## src/rtl/backdoor_spi_burst_pkg.sv

```systemverilog
// Shared types and constants for the oversampled backdoor SPI slave.
// FSM encoding, command polarity and SPI mode bit positions.
package backdoor_spi_pkg;

  typedef enum logic [1:0] {
    IDLE = 2'd0,
    CMD  = 2'd1,
    ADDR = 2'd2,
    DATA = 2'd3
  } state_t;

  localparam logic CMD_READ = 1'b1;

  localparam int SPI_CPOL_BIT = 1;
  localparam int SPI_CPHA_BIT = 0;

  // SCLK high and low phases must each last at least this many system clocks.
  localparam int MIN_SCLK_PHASE_CYCLES = 4;

endpackage

```

## src/rtl/backdoor_spi_burst_if.sv

```systemverilog
// Register-side bus of the backdoor SPI bridge: single-cycle read/write strobes.
// Handshake: o_WR_STB / o_RD_STB are one-cycle pulses with no ready; o_ADDR and o_WDATA are stable during a strobe, i_RDATA is sampled the cycle after o_RD_STB.
interface backdoor_spi_burst_if #(
  parameter int ADDR_WIDTH = 7,
  parameter int DATA_WIDTH = 32
);
  logic [ADDR_WIDTH-1:0] o_ADDR;
  logic [DATA_WIDTH-1:0] o_WDATA;
  logic                  o_WR_STB;
  logic                  o_RD_STB;
  logic [DATA_WIDTH-1:0] i_RDATA;

  modport master (
    output o_ADDR,
    output o_WDATA,
    output o_WR_STB,
    output o_RD_STB,
    input  i_RDATA
  );

  modport slave (
    input  o_ADDR,
    input  o_WDATA,
    input  o_WR_STB,
    input  o_RD_STB,
    output i_RDATA
  );
endinterface

```

## src/rtl/backdoor_spi_burst_sync.sv

```systemverilog
// Multi-flop synchronizer with rise/fall detection on the synchronized level.
// Edges are suppressed until the chain holds only post-reset samples, so reset never fakes an edge.
module backdoor_spi_sync #(
  parameter int   STAGES  = 2,
  parameter logic RST_VAL = 1'b0
) (
  input  logic i_CLK,
  input  logic i_RST,
  input  logic i_D,
  output logic o_Q,
  output logic o_RISE,
  output logic o_FALL
);

  logic [STAGES-1:0] r_sync;
  logic              r_prev;
  logic [STAGES:0]   r_vld;

  always_ff @(posedge i_CLK or posedge i_RST) begin
    if (i_RST) begin
      r_sync <= {STAGES{RST_VAL}};
      r_prev <= RST_VAL;
      r_vld  <= '0;
    end else begin
      r_sync <= {r_sync[STAGES-2:0], i_D};
      r_prev <= r_sync[STAGES-1];
      r_vld  <= {r_vld[STAGES-1:0], 1'b1};
    end
  end

  assign o_Q    = r_sync[STAGES-1];
  assign o_RISE = r_vld[STAGES] & ~r_prev &  r_sync[STAGES-1];
  assign o_FALL = r_vld[STAGES] &  r_prev & ~r_sync[STAGES-1];

endmodule

```

## src/rtl/backdoor_spi_burst.sv

```systemverilog
// Backdoor SPI slave running entirely on i_CLK: oversampled pins, CPOL/CPHA modes,
// burst read/write with address auto-increment, read prefetch and mid-field abort.
module backdoor_spi_burst
  import backdoor_spi_pkg::*;
#(
  parameter int ADDR_WIDTH  = 7,
  parameter int DATA_WIDTH  = 32,
  parameter int SPI_MODE    = 0,
  parameter int SYNC_STAGES = 2
) (
  input  logic   i_CLK,
  input  logic   i_RST,
  input  logic   i_SCLK,
  input  logic   i_SS,
  input  logic   i_MOSI,
  output logic   o_MISO,
  output logic   o_MISO_OE,
  output logic   o_BUSY,
  output logic   o_ABORT,
  output state_t o_DBG_STATE,
  backdoor_spi_burst_if.master bus
);

  localparam logic [1:0] MODE = 2'(SPI_MODE);
  localparam logic CPOL = MODE[SPI_CPOL_BIT];
  localparam logic CPHA = MODE[SPI_CPHA_BIT];
  localparam int   CNT_W = $clog2((DATA_WIDTH > ADDR_WIDTH) ? DATA_WIDTH : ADDR_WIDTH);
  localparam logic [CNT_W-1:0] ADDR_LAST = CNT_W'(ADDR_WIDTH - 1);
  localparam logic [CNT_W-1:0] DATA_LAST = CNT_W'(DATA_WIDTH - 1);

  logic w_sclk_lvl_unused, w_sclk_rise, w_sclk_fall;
  logic w_ss, w_ss_rise, w_ss_fall;
  logic w_mosi, w_mosi_rise_unused, w_mosi_fall_unused;

  backdoor_spi_sync #(.STAGES(SYNC_STAGES), .RST_VAL(CPOL)) u_sync_sclk (
    .i_CLK (i_CLK), .i_RST (i_RST), .i_D (i_SCLK),
    .o_Q (w_sclk_lvl_unused), .o_RISE (w_sclk_rise), .o_FALL (w_sclk_fall)
  );

  backdoor_spi_sync #(.STAGES(SYNC_STAGES), .RST_VAL(1'b1)) u_sync_ss (
    .i_CLK (i_CLK), .i_RST (i_RST), .i_D (i_SS),
    .o_Q (w_ss), .o_RISE (w_ss_rise), .o_FALL (w_ss_fall)
  );

  backdoor_spi_sync #(.STAGES(SYNC_STAGES), .RST_VAL(1'b0)) u_sync_mosi (
    .i_CLK (i_CLK), .i_RST (i_RST), .i_D (i_MOSI),
    .o_Q (w_mosi), .o_RISE (w_mosi_rise_unused), .o_FALL (w_mosi_fall_unused)
  );

  state_t                r_state, w_state_nxt;
  logic [CNT_W-1:0]      r_cnt;
  logic                  r_rw;
  logic [ADDR_WIDTH-1:0] r_addr;
  logic [DATA_WIDTH-1:0] r_shift, r_wdata, r_hold, r_oshift;
  logic                  r_wr_stb, r_rd_stb, r_rd_cap, r_load_pend;
  logic                  r_miso, r_abort;
  logic                  w_lead, w_trail, w_active, w_sample, w_launch;
  logic                  w_addr_done, w_word_done, w_end, w_abort;

  // Leading edge leaves the idle (CPOL) level; CPHA picks which edge samples.
  assign w_lead      = CPOL ? w_sclk_fall : w_sclk_rise;
  assign w_trail     = CPOL ? w_sclk_rise : w_sclk_fall;
  assign w_active    = (r_state != IDLE) && !w_ss;
  assign w_sample    = w_active && (CPHA ? w_trail : w_lead);
  assign w_launch    = w_active && (CPHA ? w_lead : w_trail);
  assign w_addr_done = (r_state == ADDR) && w_sample && (r_cnt == ADDR_LAST);
  assign w_word_done = (r_state == DATA) && w_sample && (r_cnt == DATA_LAST);
  assign w_end       = (r_state != IDLE) && w_ss_rise;

  always_ff @(posedge i_CLK or posedge i_RST) begin
    if (i_RST) r_state <= IDLE;
    else       r_state <= w_state_nxt;
  end

  always_comb begin
    w_state_nxt = r_state;
    w_abort     = 1'b0;
    case (r_state)
      IDLE:    if (w_ss_fall) w_state_nxt = CMD;
      CMD:     if (w_sample) w_state_nxt = ADDR;
      ADDR:    if (w_addr_done) w_state_nxt = DATA;
      DATA:    w_state_nxt = DATA;
      default: w_state_nxt = IDLE;
    endcase
    if (w_end) begin
      w_state_nxt = IDLE;
      w_abort     = (r_state == ADDR) || (r_cnt != '0);
    end
  end

  always_ff @(posedge i_CLK or posedge i_RST) begin
    if (i_RST) begin
      r_cnt       <= '0;
      r_rw        <= 1'b0;
      r_addr      <= '0;
      r_shift     <= '0;
      r_wdata     <= '0;
      r_hold      <= '0;
      r_oshift    <= '0;
      r_wr_stb    <= 1'b0;
      r_rd_stb    <= 1'b0;
      r_rd_cap    <= 1'b0;
      r_load_pend <= 1'b0;
      r_miso      <= 1'b0;
      r_abort     <= 1'b0;
    end else begin
      r_wr_stb <= 1'b0;
      r_rd_stb <= 1'b0;
      r_rd_cap <= r_rd_stb;
      r_abort  <= w_abort;
      if (r_rd_cap) r_hold <= bus.i_RDATA;
      if (r_wr_stb) r_addr <= r_addr + 1'b1;

      if (w_sample) begin
        case (r_state)
          CMD: begin
            r_rw  <= w_mosi;
            r_cnt <= '0;
          end
          ADDR: begin
            r_addr <= {r_addr[ADDR_WIDTH-2:0], w_mosi};
            if (w_addr_done) begin
              r_cnt <= '0;
              if (r_rw == CMD_READ) begin
                r_rd_stb    <= 1'b1;
                r_load_pend <= 1'b1;
              end
            end else begin
              r_cnt <= r_cnt + 1'b1;
            end
          end
          DATA: begin
            r_shift <= {r_shift[DATA_WIDTH-2:0], w_mosi};
            if (w_word_done) begin
              r_cnt <= '0;
              if (r_rw == CMD_READ) begin
                // Next word's read uses the incremented address in the strobe cycle.
                r_addr      <= r_addr + 1'b1;
                r_rd_stb    <= 1'b1;
                r_load_pend <= 1'b1;
              end else begin
                r_wdata  <= {r_shift[DATA_WIDTH-2:0], w_mosi};
                r_wr_stb <= 1'b1;
              end
            end else begin
              r_cnt <= r_cnt + 1'b1;
            end
          end
          default: r_cnt <= '0;
        endcase
      end

      if (w_launch) begin
        if (r_load_pend) begin
          r_miso      <= r_hold[DATA_WIDTH-1];
          r_oshift    <= {r_hold[DATA_WIDTH-2:0], 1'b0};
          r_load_pend <= 1'b0;
        end else if ((r_state == DATA) && (r_rw == CMD_READ)) begin
          r_miso   <= r_oshift[DATA_WIDTH-1];
          r_oshift <= {r_oshift[DATA_WIDTH-2:0], 1'b0};
        end else begin
          r_miso <= 1'b0;
        end
      end

      // Frame end discards partial fields; strobes already registered still complete.
      if (w_end) begin
        r_cnt       <= '0;
        r_load_pend <= 1'b0;
        r_miso      <= 1'b0;
      end
    end
  end

  assign o_MISO       = r_miso;
  assign o_MISO_OE    = ~w_ss;
  assign o_BUSY       = (r_state != IDLE);
  assign o_ABORT      = r_abort;
  assign o_DBG_STATE  = r_state;
  assign bus.o_ADDR   = r_addr;
  assign bus.o_WDATA  = r_wdata;
  assign bus.o_WR_STB = r_wr_stb;
  assign bus.o_RD_STB = r_rd_stb;

endmodule
```

## src/flat_wrapper.sv

```systemverilog
// flat-port wrapper written by rule: the top's interface ports become plain ports
module backdoor_spi_burst_flat import backdoor_spi_pkg::*;
#(
  parameter int ADDR_WIDTH  = 7,
  parameter int DATA_WIDTH  = 32,
  parameter int SPI_MODE    = 0,
  parameter int SYNC_STAGES = 2
)
  (i_CLK, i_RST, i_SCLK, i_SS, i_MOSI, o_MISO, o_MISO_OE, o_BUSY, o_ABORT, o_DBG_STATE, bus_o_ADDR, bus_o_WDATA, bus_o_WR_STB, bus_o_RD_STB, bus_i_RDATA);
  backdoor_spi_burst_if #(.ADDR_WIDTH(ADDR_WIDTH), .DATA_WIDTH(DATA_WIDTH)) bus_i ();
  input  logic i_CLK;
  input  logic i_RST;
  input  logic i_SCLK;
  input  logic i_SS;
  input  logic i_MOSI;
  output logic o_MISO;
  output logic o_MISO_OE;
  output logic o_BUSY;
  output logic o_ABORT;
  output state_t o_DBG_STATE;
  output wire logic [$bits(bus_i.o_ADDR)-1:0] bus_o_ADDR;
  output wire logic [$bits(bus_i.o_WDATA)-1:0] bus_o_WDATA;
  output wire logic [$bits(bus_i.o_WR_STB)-1:0] bus_o_WR_STB;
  output wire logic [$bits(bus_i.o_RD_STB)-1:0] bus_o_RD_STB;
  input wire logic [$bits(bus_i.i_RDATA)-1:0] bus_i_RDATA;
  assign bus_o_ADDR = bus_i.o_ADDR;
  assign bus_o_WDATA = bus_i.o_WDATA;
  assign bus_o_WR_STB = bus_i.o_WR_STB;
  assign bus_o_RD_STB = bus_i.o_RD_STB;
  assign bus_i.i_RDATA = bus_i_RDATA;
  backdoor_spi_burst #(.ADDR_WIDTH(ADDR_WIDTH), .DATA_WIDTH(DATA_WIDTH), .SPI_MODE(SPI_MODE), .SYNC_STAGES(SYNC_STAGES)) u_core (.i_CLK(i_CLK), .i_RST(i_RST), .i_SCLK(i_SCLK), .i_SS(i_SS), .i_MOSI(i_MOSI), .o_MISO(o_MISO), .o_MISO_OE(o_MISO_OE), .o_BUSY(o_BUSY), .o_ABORT(o_ABORT), .o_DBG_STATE(o_DBG_STATE), .bus(bus_i));
endmodule
```

## config.mk

```make
export PLATFORM = sky130hd
export DESIGN_NAME = backdoor_spi_burst_flat
export DESIGN_NICKNAME = d
export VERILOG_FILES = /design/src/rtl/backdoor_spi_burst_pkg.sv /design/src/rtl/backdoor_spi_burst_if.sv /design/src/rtl/backdoor_spi_burst_sync.sv /design/src/rtl/backdoor_spi_burst.sv /design/src/flat_wrapper.sv
export SDC_FILE = /design/constraint.sdc
export NUM_CORES = 1
export LEC_CHECK = 0
export ABC_AREA = 1
export BUFFER_PORTS_ARGS = -buffer_cell sky130_fd_sc_hd__buf_2
export CAP_MARGIN = 15
export CORE_UTILIZATION = 30
export DETAILED_ROUTE_END_ITERATION = 8
export PLACE_DENSITY = 0.56
export SYNTH_ARGS = -nofsm -noshare
export SYNTH_HDL_FRONTEND = slang
export SYNTH_SLANG_ARGS = --single-unit
```

## constraint.sdc

```tcl
create_clock -name i_CLK -period 10.4 [get_ports i_CLK]
set_input_delay 0.52 -clock i_CLK [delete_from_list [all_inputs] [get_ports i_CLK]]
set_output_delay 0.52 -clock i_CLK [all_outputs]
set_load 0.05 [all_outputs]
```

; ---- Yosys cells after proc, flatten, opt, wreduce, memory -nomap -nowiden
; Cells that the tools add are included.
[op_classes]
add_sub_neg = 2
n_eq_ne = 8
reduce_logical = 22
n_bitwise = 13
muxes = 39
[ops]
columns = op, n
row1 = 32-bit two-way mux, 2
row2 = 7-bit two-way mux, 4
row3 = 1-bit two-way mux, 20
row4 = 5-bit two-way mux, 4
row5 = 7-bit case mux with 2 select lines, 1
row6 = 5-bit case mux with 2 select lines, 1
row7 = 1-bit logical AND, 9
row8 = 1-bit bitwise AND, 8
row9 = 2-bit two-way mux, 4
row10 = 2-bit case mux with 4 select lines, 1
row11 = 2-bit nonzero test, 4
row12 = "7-bit by 1-bit adder with 7-bit output, second input constant", 1
row13 = "3-bit by 1-bit inequality test with 1-bit output, second input constant", 2
row14 = 2-bit AND reduction, 3
row15 = "5-bit by 1-bit adder with 5-bit output, second input constant", 1
row16 = "5-bit by 3-bit equality test with 1-bit output, second input constant", 1
row17 = "5-bit equality test, second input constant", 1
row18 = 1-bit NOT, 5
row19 = 5-bit nonzero test, 1
row20 = "2-bit equality test, second input constant", 2
row21 = 1-bit case mux with 2 select lines, 2
row22 = 4-bit AND reduction, 1
row23 = "3-bit by 2-bit inequality test with 1-bit output, second input constant", 1
row24 = 3-bit AND reduction, 1
row25 = other kinds (4), 4
[totals]
output_inout_bits = 47
regBits = 162
input_bits = 37
word_cells = 105

; ---- Longest topological paths before layout
[depth]
word_depth = 12
mapped_depth = 12
mapped_depth_nobuf = 11

; ---- Cells and area by module
; A second synthesis with hierarchy kept.
[hier_totals]
cells_unflattened = 765
hier_area_um2 = 7190.6
[modules_own_cells]
columns = mod, n_inst, cells_each, seq_area_each_um2, area_each_um2
row1 = backdoor_spi_burst, 1, 729, 3678.5, 6668.9
row2 = backdoor_spi_sync at u_core.u_sync_mosi ..., 2, 12, 150.1, 172.7
row3 = backdoor_spi_sync at u_core.u_sync_ss, 1, 12, 153.9, 176.4

; ---- Worst setup path before layout
; Ideal clock, no wire load.
[synth_timing]
path_kind = reg2reg
from = register u_core.r_state[1] (netlist: u_core.o_DBG_STATE[1])
to = register u_core.r_addr[1] (netlist: u_core.bus.o_ADDR[1])
setup_ns = 0.127
synth_period_minus_slack_ns = 2.055
t_arrival_ns = 1.927
t_required_ns = 10.273
path_slack_ns = 8.345
n_path_buf = 0
stages_incl_launch_ff = 10
cell_sequence = dfrtp_1 > inv_1 > nand2_2 > nand2_2 > nor2_8 > inv_2 > nor2_4 > inv_2 > a21oi_2 > o22ai_1
[synth_via]
elab_chain_cells = 8
elab_cells_between_ends = 10
cone_classes = eq/ne (2) / mux (3) / reduce/logical (5)
[synth_lines]
columns = item, line
row1 = start: declaration, backdoor_spi_burst.sv:50  ; state_t r_state, w_state_nxt;
row2 = start signal: assignment, backdoor_spi_burst.sv:72  ; else r_state <= w_state_nxt;
row3 = 2-bit nonzero test (*), n/a
row4 = via o_BUSY, flat_wrapper.sv:18  ; output logic o_BUSY;
row5 = 1-bit logical AND (*), backdoor_spi_burst.sv:63  ; assign w_active = (r_state != IDLE) && !w_ss;
row6 = 1-bit logical AND (*), backdoor_spi_burst.sv:64  ; assign w_sample = w_active && (CPHA ? w_trail : w_lead);
row7 = 1-bit logical AND (2 in series), backdoor_spi_burst.sv:67  ; assign w_word_done = (r_state == DATA) && w_sample && (r_cnt == DATA_LAST);
row8 = 7-bit two-way mux, backdoor_spi_burst.sv:134  ; if (w_word_done) begin
row9 = 7-bit case mux with 2 select lines, backdoor_spi_burst.sv:115  ; case (r_state)
row10 = 7-bit two-way mux (*), backdoor_spi_burst.sv:114  ; if (w_sample) begin
row11 = end signal: assignment, backdoor_spi_burst.sv:112  ; if (r_wr_stb) r_addr <= r_addr + 1'b1;
row12 = end signal: assignment, backdoor_spi_burst.sv:121  ; r_addr <= {r_addr[ADDR_WIDTH-2:0], w_mosi};
row13 = end signal: assignment, backdoor_spi_burst.sv:138  ; r_addr <= r_addr + 1'b1;
row14 = end: declaration, backdoor_spi_burst.sv:53  ; logic [ADDR_WIDTH-1:0] r_addr;
; The timed path passes the listed nets; every way through them passes the cells marked *.
; A chain may end at the register's enable or synchronous reset.

; ---- Final worst setup path
[layout_timing]
from = register u_core.r_state[1] (netlist: u_core.o_DBG_STATE[1])
to = register u_core.r_wdata[9] (netlist: u_core.bus.o_WDATA[9])
[layout_via]
elab_chain_cells = 6
elab_cells_between_ends = 7
cone_classes = eq/ne (1) / reduce/logical (6)
[layout_lines]
columns = item, line
row1 = 2-bit nonzero test, backdoor_spi_burst.sv:63
row2 = 1-bit logical AND, backdoor_spi_burst.sv:63
row3 = 1-bit logical AND, backdoor_spi_burst.sv:64
row4 = 1-bit logical AND (2 in series), backdoor_spi_burst.sv:67
row5 = 4-bit AND reduction (no line) (*), n/a
row6 = end signal: assignment, backdoor_spi_burst.sv:142  ; r_wdata <= {r_shift[DATA_WIDTH-2:0], w_mosi};
row7 = end: declaration, backdoor_spi_burst.sv:54  ; logic [DATA_WIDTH-1:0] r_shift, r_wdata, r_hold, r_oshift;
; Mark *: on every way between the ends. The rest lies on a longest branch, timed or not.

==> results.toml <==
[run_status]
outcome = "finished, final reports clean"

[place]
port_buffers = 83
dpl.cell_count = 1083
place_congestion = 0.757
pre_cts_ws_ps = 7930
dp_hpwl_mm = 8.66
place_area_sq_mm = 0.00753

[yosys]
synthCells = 750
avgSynthCellArea_sq_um = 9.23
synthTopCellsByArea = "dfrtp_1 (56%), nand2_1 (11%), o21ai_0 (7.4%), inv_1 (4.6%), o21ai_2 (3.9%)"
yosysMostFrequentCell = "nand2_1"
synth_edf_count = 0
yosys_register_bits = 158
synth_cell_type_count = 37
synth_seq_area_share = 0.572
ys.flop_type = "dfrtp_1"
yosysTopAreaCellShare = 0.560
syn-num-nets = 792
syn-cell-area_sq_mm = 0.00692
synthArstFlopShare = 1.00
synthTopCellsByCount = "nand2_1 (212), dfrtp_1 (155), o21ai_0 (102), inv_1 (85), o21ai_2 (31)"
yosysWarnings = 0
synth_top_area_cell = "dfrtp_1"

[clocking]
postCtsResizedCells = 0
clockBufferDepth = 2
tritoncts = "yes"
clk_latency_ps = 420
hold_buffers = 0
clk_pin_slew_ps = 70
post_cts_buffers = 0
cts.sinks = 158
numCtsBuffers = 17
root_buffer = "clkbuf_16"
cts_max_level = 4

[global_route]
track_usage = 0.120
grt_max_degree = 91
grt_overflow = 0
grt_pass1_wl_mm = 22.7
grt_antenna_before_repair = 0
grt_pass1_vias = 4608

[critical_path]
reg2reg_depth = 9
critPathRequiredTime_ps = 10670
crit_chain = "nand2_1, inv_2, nand3_4, nor2_8, inv_2, nor2_8, inv_4, nand2_1, o21ai_2"
worstSetupPathType = "flop to flop"
max_stage_delay_ps = 490
end_kind = "flop"
worst_ep_arrival_time_ps = 2750
critPathSlowestCell = "nand3_4"
worstSetupStartpointType = "flop"
cp_max_fo = 63

[timing]
finalMaxSlewViolations = 0
fin_crit_sh = 0.238
finalClockSkew_ps = 10.5
setup_tns_ps = 0
layout_setup_ws_ps = 7920
worst_slew_pin_slew_ps = 930
hold_viol = 0
fin_crit_ps = 2480
slew_headroom = 0.380
setup_viol_count_final = 0
rsz0062_at_grt = "no"
fin_hold_ws_ps = 201
max_clock_freq_ghz = 0.404

[power]
p_leak_nw = 3.86
total_power_mw = 1.51
power_density_mw_per_mm2 = 186
peakVddDrop_mv = 0.0767

[cells_and_area]
finalNonFillerCells = 1115
syn_to_final_growth_pct = 17.2
nets = 859
drive_above_1_share = 0.222
postLayoutCoreUtil = 0.358
n_fill_cell = 2320
fin_area_sq_mm = 0.00811
num_antenna_cells = 0

[flow_run]
cap_violations = 0

[floorplan]
fp-row-count = 55
die_w_microns = 154
dieArea_sq_mm = 0.0237
start_util = 0.306
die_h_microns = 154
io_pins = 84
coreArea_sq_mm = 0.0226

[detailed_routing]
post-route-drc-count = 0
via_per_inst = 4.35
post_drt_wl_per_cell_microns = 12.2
wirelength_mm = 13.6
vias = 4852
dr.pass1.iters = 4
drt-initial-drc-count = 394
antenna_left = 0

[min_path]
min_path_cells = 1
hold_class = "input pin to flop"
[layout by cell type, fill, tap and decap left out, types with 3 or more instances in the layout]
cell type and instances:
clkbuf_16 17, o21a_1 29, clkbuf_8 3, dfstp_2 3, buf_2 83, o21ai_1 4
o21ai_2 31, o21ai_0 102, inv_2 5, clkinvlp_4 3, clkinv_4 3, ha_1 5
nor2_1 9, dfrtp_1 153, nand4_1 3, nand3_1 28, o22ai_1 3, inv_1 84
nand2_2 10, nand2_1 212, nor2_8 3
[report_power, final]
group	leakage, nW	switching (mW)	internal [mW]	total, mW
clock	0.278	0.254	0.351	0.606
combinational	1.57	0.131	0.0636	0.194
sequential	2.01	0.0415	0.668	0.709
[per-layer routing]
metal | wire length (microns) | GRT usage
met5 | 0 | 0
met4 | 143 | 0.0429
met3 | 529 | 0.0352
met2 | 6170 | 0.191
met1 | 6720 | 0.156
[final timing paths]
check / from / end / slack [ps]
worst max-delay path: u_core.o_DBG_STATE[1] / u_core.bus.o_WDATA[9] / 7920
worst min-delay path: i_SS / u_core.u_sync_ss.r_sync[0] / 200
worst max register to register: u_core.o_DBG_STATE[1] / u_core.bus.o_WDATA[9] / 7920
worst min register to register: u_core.u_sync_sclk.r_vld[1] / u_core.u_sync_sclk.r_vld[2] / 350
max in group asynchronous: i_RST / u_core.r_rd_cap / 8660
min in group asynchronous: i_RST / u_core.bus.o_WDATA[0] / 270
[critical path, delay by kind of cell (launching register included)]
kind                   cells  cell delay [ps]
AOI/OAI and AO/OA          1               70
buffers and inverters      3              550
and+or+nand+nor            5             1210
DFF                        1              470
[registers in the layout, summed over array words and instances, names as in the netlist, 2 cells and up]
signal                     cells
u_core.bus.o_ADDR              7
u_core.u_sync_sclk.r_sync      2
u_core.bus.o_WDATA            32
u_core.o_DBG_STATE             2
u_core.r_shift                31
u_core.u_sync_sclk.r_vld       3
u_core.r_oshift               31
u_core.r_hold                 32
u_core.r_cnt                   5
u_core.u_sync_mosi.r_sync      2
u_core.u_sync_ss.r_sync        2
[area by class of cell]
class,instances,area (sq um),area share
sequential,158,3960,0.488
multi-input combinational,463,2430,0.300
clock buffer,21,470,0.0580
timing repair buffer,85,430,0.0531
tap,285,357,0.0440
inverter,92,353,0.0435
clock inverter,11,109,0.0134
[kinds of logic (layout without fill, tap and decap cells)]
family          after synthesis  count (layout)  synth area share
compound gates              176             176             0.157
buf+inv                     129             209            0.0781
mux                           3               3           0.00470
simple gates                274             274             0.173
xor+xnor                      4               4           0.00506
flops                       158             158             0.572
fa+ha+maj                     5               5           0.00904
other cells                   1               1          0.000542
No activity file was read; power rests on OpenSTA's default activity.
